## config.mk

```make
export PLATFORM = sky130hd
export DESIGN_NAME = packet_arbiter
export DESIGN_NICKNAME = d
export VERILOG_FILES = /design/src/rtl/packet_arbiter.sv
export SDC_FILE = /design/constraint.sdc
export NUM_CORES = 1
export LEC_CHECK = 0
export ABC_AREA = 1
export CORE_AREA = 2 2 39 41
export DETAILED_ROUTE_END_ITERATION = 8
export DIE_AREA = 0 0 41 43
export DONT_BUFFER_PORTS = 1
export PLACE_DENSITY = 0.68
export SETUP_SLACK_MARGIN = 0.1
export SYNTH_ARGS = -nofsm -noshare
export SYNTH_HDL_FRONTEND = slang
export SYNTH_SLANG_ARGS = --single-unit
```

## constraint.sdc

```tcl
create_clock -name clk -period 1.65 [get_ports clk]
set_clock_uncertainty 0.15 [all_clocks]
set_input_delay 0.165 -clock clk [delete_from_list [all_inputs] [get_ports clk]]
set_output_delay 0.165 -clock clk [all_outputs]
set_load 0.1 [all_outputs]
```

## src/rtl/packet_arbiter.sv

```systemverilog
// packet_arbiter
//   Arbitrates PORTS level-sensitive requesters onto a single registered
//   one-hot grant. It supports round-robin or fixed priority. It can hold
//   each grant until it is released by acknowledge or by the request
//   dropping, or it can re-arbitrate on every clock edge.
//
// Ports
//   clk           : rising-edge clock
//   rst           : asynchronous, active-high reset (clears grant and mask)
//   request       : per-port request, level-sensitive
//   acknowledge   : per-port end-of-transfer pulse (only the granted bit matters)
//   grant         : registered one-hot grant
//   grant_valid   : high iff grant != 0
//   grant_encoded : binary index of the granted port, 0 when idle
module packet_arbiter #(
    parameter int PORTS                = 4,
    parameter int ARB_TYPE_ROUND_ROBIN = 1,
    parameter int ARB_BLOCK            = 1,
    parameter int ARB_BLOCK_ACK        = 1,
    parameter int LSB_HIGH_PRIORITY    = 1,
    localparam int LN                  = (PORTS > 1) ? $clog2(PORTS) : 1
) (
    input  logic             clk,
    input  logic             rst,
    input  logic [PORTS-1:0] request,
    input  logic [PORTS-1:0] acknowledge,
    output logic [PORTS-1:0] grant,
    output logic             grant_valid,
    output logic [LN-1:0]    grant_encoded
);

    typedef enum logic {IDLE = 1'b0, GRANTED = 1'b1} state_t;

    state_t           state_q,  state_nxt;
    logic [PORTS-1:0] grant_q,  grant_nxt;
    logic [LN-1:0]    enc_q,    enc_nxt;
    logic [PORTS-1:0] mask_q,   mask_nxt;

    logic [PORTS-1:0] masked;
    logic [PORTS-1:0] search;
    logic [LN-1:0]    win_idx;
    logic [PORTS-1:0] win_onehot;
    logic             release_now;

    // Index of the highest-priority set bit; 0 when vec is empty.
    function automatic logic [LN-1:0] first_index(input logic [PORTS-1:0] vec);
        logic [LN-1:0] idx;
        idx = '0;
        if (LSB_HIGH_PRIORITY != 0) begin
            for (int i = PORTS - 1; i >= 0; i--)
                if (vec[i]) idx = LN'(i);
        end else begin
            for (int i = 0; i < PORTS; i++)
                if (vec[i]) idx = LN'(i);
        end
        return idx;
    endfunction

    // Round-robin mask after granting port k: only ports that come after k
    // in the search order stay enabled. An all-zero result makes the next
    // search fall back to the raw request, which wraps the rotation.
    function automatic logic [PORTS-1:0] mask_after(input logic [LN-1:0] k);
        logic [PORTS-1:0] m;
        m = '0;
        for (int i = 0; i < PORTS; i++) begin
            if (LSB_HIGH_PRIORITY != 0)
                m[i] = (i > int'(k));
            else
                m[i] = (i < int'(k));
        end
        return m;
    endfunction

    // State register
    always_ff @(posedge clk or posedge rst) begin
        if (rst) begin
            state_q <= IDLE;
            grant_q <= '0;
            enc_q   <= '0;
            mask_q  <= '1;
        end else begin
            state_q <= state_nxt;
            grant_q <= grant_nxt;
            enc_q   <= enc_nxt;
            mask_q  <= mask_nxt;
        end
    end

    // Next-state logic
    always_comb begin
        masked     = request & mask_q;
        search     = (masked != '0) ? masked : request;
        win_idx    = first_index(search);
        win_onehot = '0;
        for (int i = 0; i < PORTS; i++)
            win_onehot[i] = (search != '0) && (LN'(i) == win_idx);

        release_now = 1'b1;
        if (state_q == GRANTED && ARB_BLOCK != 0) begin
            if (ARB_BLOCK_ACK != 0)
                release_now = |(acknowledge & grant_q);
            else
                release_now = ~|(request & grant_q);
        end

        state_nxt = state_q;
        grant_nxt = grant_q;
        enc_nxt   = enc_q;
        mask_nxt  = mask_q;

        // A release loads the next winner in the same edge, so there is no
        // idle bubble between back-to-back grants.
        if (release_now) begin
            if (search != '0) begin
                state_nxt = GRANTED;
                grant_nxt = win_onehot;
                enc_nxt   = win_idx;
                mask_nxt  = (ARB_TYPE_ROUND_ROBIN != 0) ? mask_after(win_idx) : '1;
            end else begin
                state_nxt = IDLE;
                grant_nxt = '0;
                enc_nxt   = '0;
            end
        end
    end

    // Outputs come straight from registers.
    always_comb begin
        grant         = grant_q;
        grant_valid   = (state_q == GRANTED);
        grant_encoded = enc_q;
    end

endmodule

```

======== Word-level counts from Yosys, hierarchy flattened ========
Cells that the tools add are included.
word-level totals
  flip-flop bits (word level) ............. 11
  input port bits ......................... 10
  word-level logic and storage cells ...... 30
operators by class
  magnitude comparators ................... 3
  eq/ne operators ......................... 3
  muxes and demuxes ....................... 9
  bitwise operators ....................... 2
  reduce and logical (&&, ||, !) cells .... 9
operators with widths
  kind                                                 number
  2-to-1 mux 2 bit                                     5
  AND 4 bit                                            2
  2-to-1 mux 4 bit                                     2
  nonzero test 4 bit                                   2
  equality test 2 bit (first input constant)           2
  > comparator 2 bit (first input constant)            2
  logical AND 1 bit                                    4
  OR reduction 4 bit                                   1
  equality test 1 x 2 -> 1 bit (first input constant)  1
  > comparator 1 x 2 -> 1 bit (first input constant)   1
  zero test 2 bit                                      1
  2-to-1 mux 1 bit                                     2
  AND reduction 2 bit                                  1

======== Depth between registers and ports, before layout ========
Gate-level depths: netlist of run 1.
  depth after elaboration ................. 10
  gate-level depth with buffers ........... 10
  gate-level depth less buffers ........... 10

======== Worst setup path after synthesis of run 1 ========
No wires, ideal clock.
  path type ............................... register to register
  start ................................... register state_q, in the netlist grant_valid
  end ..................................... register enc_q[0], in the netlist grant_encoded[0]
  setup time .............................. 0.133 ns
  arrival ................................. 1.693 ns
  path slack .............................. -0.326 ns
  stages on the path, launching flop included .. 6
  clock period less this slack ............ 1.976 ns
  cell sequence ........................... dfrtp_1 nand3_1 nor2_4 inv_1 nand4_1 o211ai_1
on the way
  word-level cells in the longest chain between the ends .. 1
RTL lines
  item                      RTL line  text
  start: declaration        34        state_t state_q, state_nxt;
  start signal: assignment  82        state_q <= state_nxt;
  2-to-1 mux 1 bit          99        if (state_q == GRANTED && ARB_BLOCK != 0) begin
  end signal: assignment    84        enc_q <= enc_nxt;
  end: declaration          36        logic [LN-1:0] enc_q, enc_nxt;
Every way passes these cells.
A chain may end at the register's enable or synchronous reset.

======== Worst setup path after layout of run 1 ========
  start ................................... register mask_q[0]
  end ..................................... register grant_q[2], in the netlist grant[2]
on the way
  word-level cells in the longest chain between the ends .. 10
  elaborated cells on any way between the ends .. 11
  classes of those cells .................. 1 x eq/ne; 6 x mux; 1 x bitwise; 3 x reduce/logical
RTL lines
  item                            RTL line  text
  start: declaration              37        logic [PORTS-1:0] mask_q, mask_nxt;
  start signal: assignment        85        mask_q <= mask_nxt;
  AND 4 bit *                     91        masked = request & mask_q;
  nonzero test 4 bit              92        search = (masked != '0) ? masked : request;
  2-to-1 mux 4 bit *              92
  2-to-1 mux 2 bit (4 in series)  51        if (vec[i]) idx = LN'(i);
  equality test 2 bit             96        win_onehot[i] = (search != '0) && (LN'(i) == win_idx);
  logical AND 1 bit               96
  2-to-1 mux 4 bit *              114       if (search != '0) begin
  end signal: assignment          83        grant_q <= grant_nxt;
  end: declaration                35        logic [PORTS-1:0] grant_q, grant_nxt;
Every way passes the cells marked *; elsewhere a longest branch is shown, timed or not.

==> results of run 1 <==
[kinds of logic (layout without fill, tap and decap cells)]
family / count (synthesis) / count (layout) / synth area share [%]
AO/OA/AOI/OAI: 8 / 8 / 7.724
buffers and inverters: 8 / 26 / 4.878
flip-flops: 11 / 11 / 45.53
AND/OR/NAND/NOR: 54 / 54 / 41.87
[what timing repair did]
item,4_1_cts,5_1_grt
endpoints found under the hold margin,12,0
setup endpoints to repair,8,8
gates resized for setup,5,9
pin swaps,4,8
hold buffers,1,0
buffers inserted,2,4
[worst min path at each step]
stage	from	end	slack, ns	cells after the start
final	request[0]	mask_q[1]	0.02	4
after global routing	request[0]	mask_q[1]	0.04	4
after CTS	request[0]	grant[1]	-0.0006	3
after detailed placement	rst	grant[0]	-0.08	1
after global placement	rst	grant_valid	-0.09	1
after floorplan	rst	grant_encoded[0]	-0.14	1
[through the flow]
stage | setup slack (ns) | area (sq um) | TNS (ns) | instances | hold slack, ns
2_1_floorplan | 0.1062 | 651.9 | 0 | 81 | -0.1353
3_3_place_gp | 0.06413 | 724.4 | 0 | 104 | -0.08798
3_5_place_dp | 0.01406 | 724.4 | 0 | 104 | -0.08493
4_1_cts | 0.1018 | 793.3 | 0 | 111 | -0.0006494
5_1_grt | -0.01769 | 854.6 | -0.01769 | 115 | 0.03657
6_report | 0.07436 | 854.6 | 0 | 115 | 0.01624
[worst max-delay path: cells and delay by family, from the launching register on]
kind / cells / cell delay (ns)
buf+inv: 1 / 0.11
flops: 1 / 0.56
simple gates: 4 / 0.33
compound gates: 3 / 0.32
[cell usage after synthesis]
master / number / share of area, %
nand2_1: 36 / 22
inv_1: 8 / 4.9
nand2_2: 8 / 8.1
dfrtp_1: 7 / 28
dfstp_2: 4 / 17
nand3_1: 3 / 2.4
nor2_4: 3 / 5.5
a21oi_1: 2 / 1.6
nor2_1: 2 / 1.2
o21ai_0: 2 / 1.6
a21boi_1: 1 / 1.2
nand3_2: 1 / 1.6
nand4_1: 1 / 1.0
o211ai_1: 1 / 1.2
o21ai_1: 1 / 0.81
o21bai_1: 1 / 1.2
[registers in the layout, indices dropped and copies added, names as in the netlist]
signal         flops
grant              4
grant_encoded      2
grant_valid        1
mask_q             4
[cell usage in the layout (no fill, tap or decap), drive strengths merged]
| master | n |
|---|---|
| o211ai | 1 |
| buf | 13 |
| clkbuf | 4 |
| inv | 8 |
| a21boi | 1 |
| dlygate4sd3 | 1 |
| o21bai | 1 |
| nand2 | 44 |
| dfrtp | 7 |
| nand4 | 1 |
| o21ai | 3 |
| dfstp | 4 |
| nor2 | 5 |
| a21oi | 2 |
| nand3 | 4 |
[final cells by class]
| class | count | area [sq um] | area share (%) |
|---|---|---|---|
| Clock buffer | 4 | 26.28 | 3.075 |
| Inverter | 8 | 32.53 | 3.807 |
| Multi-Input combinational cell | 62 | 369.1 | 43.19 |
| Sequential cell | 11 | 299.0 | 34.99 |
| Tap cell | 16 | 20.02 | 2.343 |
| Timing Repair Buffer | 14 | 107.6 | 12.59 |
[routing by layer]
metal / vias up / GRT usage [%]
met5: - / 0
met4: 0 / 14.00
met3: 5 / 3.665
met2: 17 / 28.13
met1: 259 / 20.93
li1: 286 / -
==> metrics.csv, run 1 <==
metric,value,unit
#FFs+latches synth,11,
crit path capture,grant[2],
CP max stage cell,dfstp_2,
# rows,14,
Post-Syn Instances,81,
Syn Std Cell Area,615.6,sq um
die area,0.001763,sq mm
clock-pin slew on the worst setup and hold paths,0.07,ns
CP Class,reg2reg,
Root Buffer,clkbuf_4,
measured slew at the worst slew-check pin,0.4073,ns
RSZ-0062 raised after global routing,yes,
Post-Syn Nets,91,
fin. max-slew vios,0,
die width,41,um
CP Capture Type,flop,
post-layout min period,1.576,ns
worst r2r dst,grant[2],
total CTS buffers,3,
Crit path arrival time,1.59,ns
Routed Wire Length,1398,um
RePlAce Congestion,0.8129,
status,finished clean,
relative slew slack,72.82,%
Core ar.,0.001384,sq mm
clock latency on the worst-skew pair,0.27,ns
antenna violations before repair,0,
Routed Antenna Nets,0,
NumNets Final,110,
Port Buffers,0,
DP Wirelength,998,um
total track usage,18.36,%
CP startpoint,mask_q[0],
fin crit share,95.49,%
Layout fillers,136,
vias per cell,4.930,
Post-Route M1 WL,586,um
final setup fails,0,
crit path max fanout,3,
largest net degree at the start of global routing,12,
DR WL met2,704,um
proportion of layout cells with a drive suffix above 1,49.49,%
Ports,17,
Max Used Layer,met4,
Hold Path Class,in2reg,
sequential element share of the synthesized area,45.53,%
FF-to-FF path depth,8,
DRT iter0 DRCs,10,
R2R setup slack,0.07,ns
ant diodes,0,
Mapped Avg Cell Area,7.600,sq um
met3 routed WL,66,um
Reg-to-Reg Start,mask_q[0],
CP Data Required Time,1.66,ns
1st-pass router iterations,4,
"slowest stage delay, CP",0.56,ns
TritonCTS clock tree,built,
DRC,0,
Chip Height,43,um
WL/cell,12.16,um
vias in the first global route,539,
Initial Util,44.48,%
post-synth cell types,16,
crit start category,flop,
GRT overflow,0,
first-pass GRT wire length,2132,um
CP most frequent cell,nand2_4,
Via Count,567,
Max Clk Rate,634.7,MHz
final core occ,61.75,%
H-tree depth,1,
CP Cell Sequence,nand2_4 -> nand2_4 -> buf_4 -> o21ai_0 -> nand2_2 -> nand2_1 -> a21oi_1 -> a21oi_2,
Layout area overhead,38.82,%
clk buf depth,2,
YS warnings,0,
Max-cap violations,0,
final hold viol count,0,
CTS Sinks,11,
Power of run 1 is not shown: default switching activity piles up to over one toggle a cycle in this logic, so the estimate is an artifact.
==> inputs of run 2 (changes only) <==
==> constraint.sdc (replaced) <==
create_clock -name clk -period 1.6 [get_ports clk]
set_clock_uncertainty 0.15 [all_clocks]
set_input_delay 0.16 -clock clk [delete_from_list [all_inputs] [get_ports clk]]
set_output_delay 0.16 -clock clk [all_outputs]
set_load 0.1 [all_outputs]
==> run 2 against run 1 <==
  * Final cell count increased by 3.5%
  * Routed wire length increased by 3.4%
  * Largest cell class unchanged
  * Sequential cell count unchanged
  * Critical path depth unchanged
==> metrics.csv, run 2 (synthesized netlist as in run 1, its figures left out) <==
metric,value,unit
status,finished clean,
measured slew at the worst slew-check pin,0.4089,ns
"most common cell after layout, fill and taps aside",nand2_1,
Max Clk Rate,637.2,MHz
clock-pin slew on the worst setup and hold paths,0.07,ns
antenna violations before repair,0,
total track usage,18.95,%
first-pass GRT wire length,2325,um
crit start category,flop,
Max-cap violations,0,
NumNets Final,114,
fin crit share,98.09,%
vias in the first global route,576,
Layout area overhead,40.85,%
"commonest cells after routing, fill and taps aside","nand2_1, buf_4, nand2_2",
worst hold slack,0.02352,ns
largest net degree at the start of global routing,12,
Port Buffers,0,
ant diodes,0,
WL/cell,12.14,um
Routed Antenna Nets,0,
GRT overflow,0,
Chip Height,43,um
final hold viol count,0,
setup TNS,0,ns
RSZ-0062 raised after global routing,yes,
Core ar.,0.001384,sq mm
Root Buffer,clkbuf_4,
clock latency on the worst-skew pair,0.27,ns
die width,41,um
Ports,17,
RePlAce Congestion,0.8153,
TritonCTS clock tree,built,
# rows,14,
DP Wirelength,1054,um
Initial Util,44.48,%
total CTS buffers,3,
Hold Path Class,in2reg,
Crit path arrival time,1.59,ns
fin. max-slew vios,0,
Final Instance Count excl. Fillers,119,
clk buf depth,2,
relative slew slack,72.71,%
DRC,0,
crit path max fanout,3,
vias per cell,4.966,
proportion of layout cells with a drive suffix above 1,51.46,%
die area,0.001763,sq mm
Via Count,591,
Routed Wire Length,1445,um
Placed Instances,107,
Layout fillers,118,
DP Area,747.0,sq um
H-tree depth,1,
fin area,867.1,sq um
CP Data Required Time,1.62,ns
CP Class,reg2reg,
final setup fails,0,
DRT iter0 DRCs,6,
post-layout min period,1.569,ns
CP Capture Type,flop,
1st-pass router iterations,4,
CTS Sinks,11,
## run 2: final cells by class
| type | count | area [sq um] | share of cell area (%) |
|---|---|---|---|
| clock buffers | 4 | 26.28 | 3.030 |
| inverters | 8 | 32.53 | 3.752 |
| multi-input cells | 62 | 351.6 | 40.55 |
| flip-flops and latches | 11 | 299.0 | 34.49 |
| well taps | 16 | 20.02 | 2.309 |
| repair buffers | 18 | 137.6 | 15.87 |
## run 2: timing repair
item                                    CTS  global route
gates cloned                              0             0
gates resized for setup                   5             5
pin swaps                                 3             6
hold endpoints to repair                 11             0
buffers inserted                          3             5
hold buffers                              1             0
endpoints found under the setup margin    7             9
## run 2: worst max-delay path: stages, from the launching register on
cell and delay (ns):
dfstp_2 0.54, nand2_2 0.07, buf_4 0.14, buf_4 0.12
nand2_2 0.10, buf_4 0.11, inv_1 0.04, a21oi_2 0.15
a21oi_2 0.04
## run 2: final timing paths
path	from	end	slack (ns)	cells past startpoint
worst max-delay path	mask_q[1]	grant[2]	0.03	8
min in group asynchronous	rst	grant_encoded[0]	0.16	2
worst min-delay path	request[0]	mask_q[1]	0.02	4
max in group asynchronous	rst	grant[3]	0.82	2
worst min register to register	grant_encoded[1]	grant_encoded[1]	0.33	2
worst max register to register	mask_q[1]	grant[2]	0.03	8
## run 2: routing by layer
layer	share of wire, %	GRT usage [%]
met5	0	0
met4	1.9	10.00
met3	4.2	0
met2	52	30.94
met1	42	24.17
## run 2: metrics by stage
step	setup slack, ns	utilization, %
4_1_cts	0.09260	59.31
2_1_floorplan	0.06292	-
5_1_grt	-0.04094	62.66
3_3_place_gp	0.07913	53.98
6_report	0.03062	62.66
3_5_place_dp	0.03439	53.98
Power of run 2 is left out for the same reason.
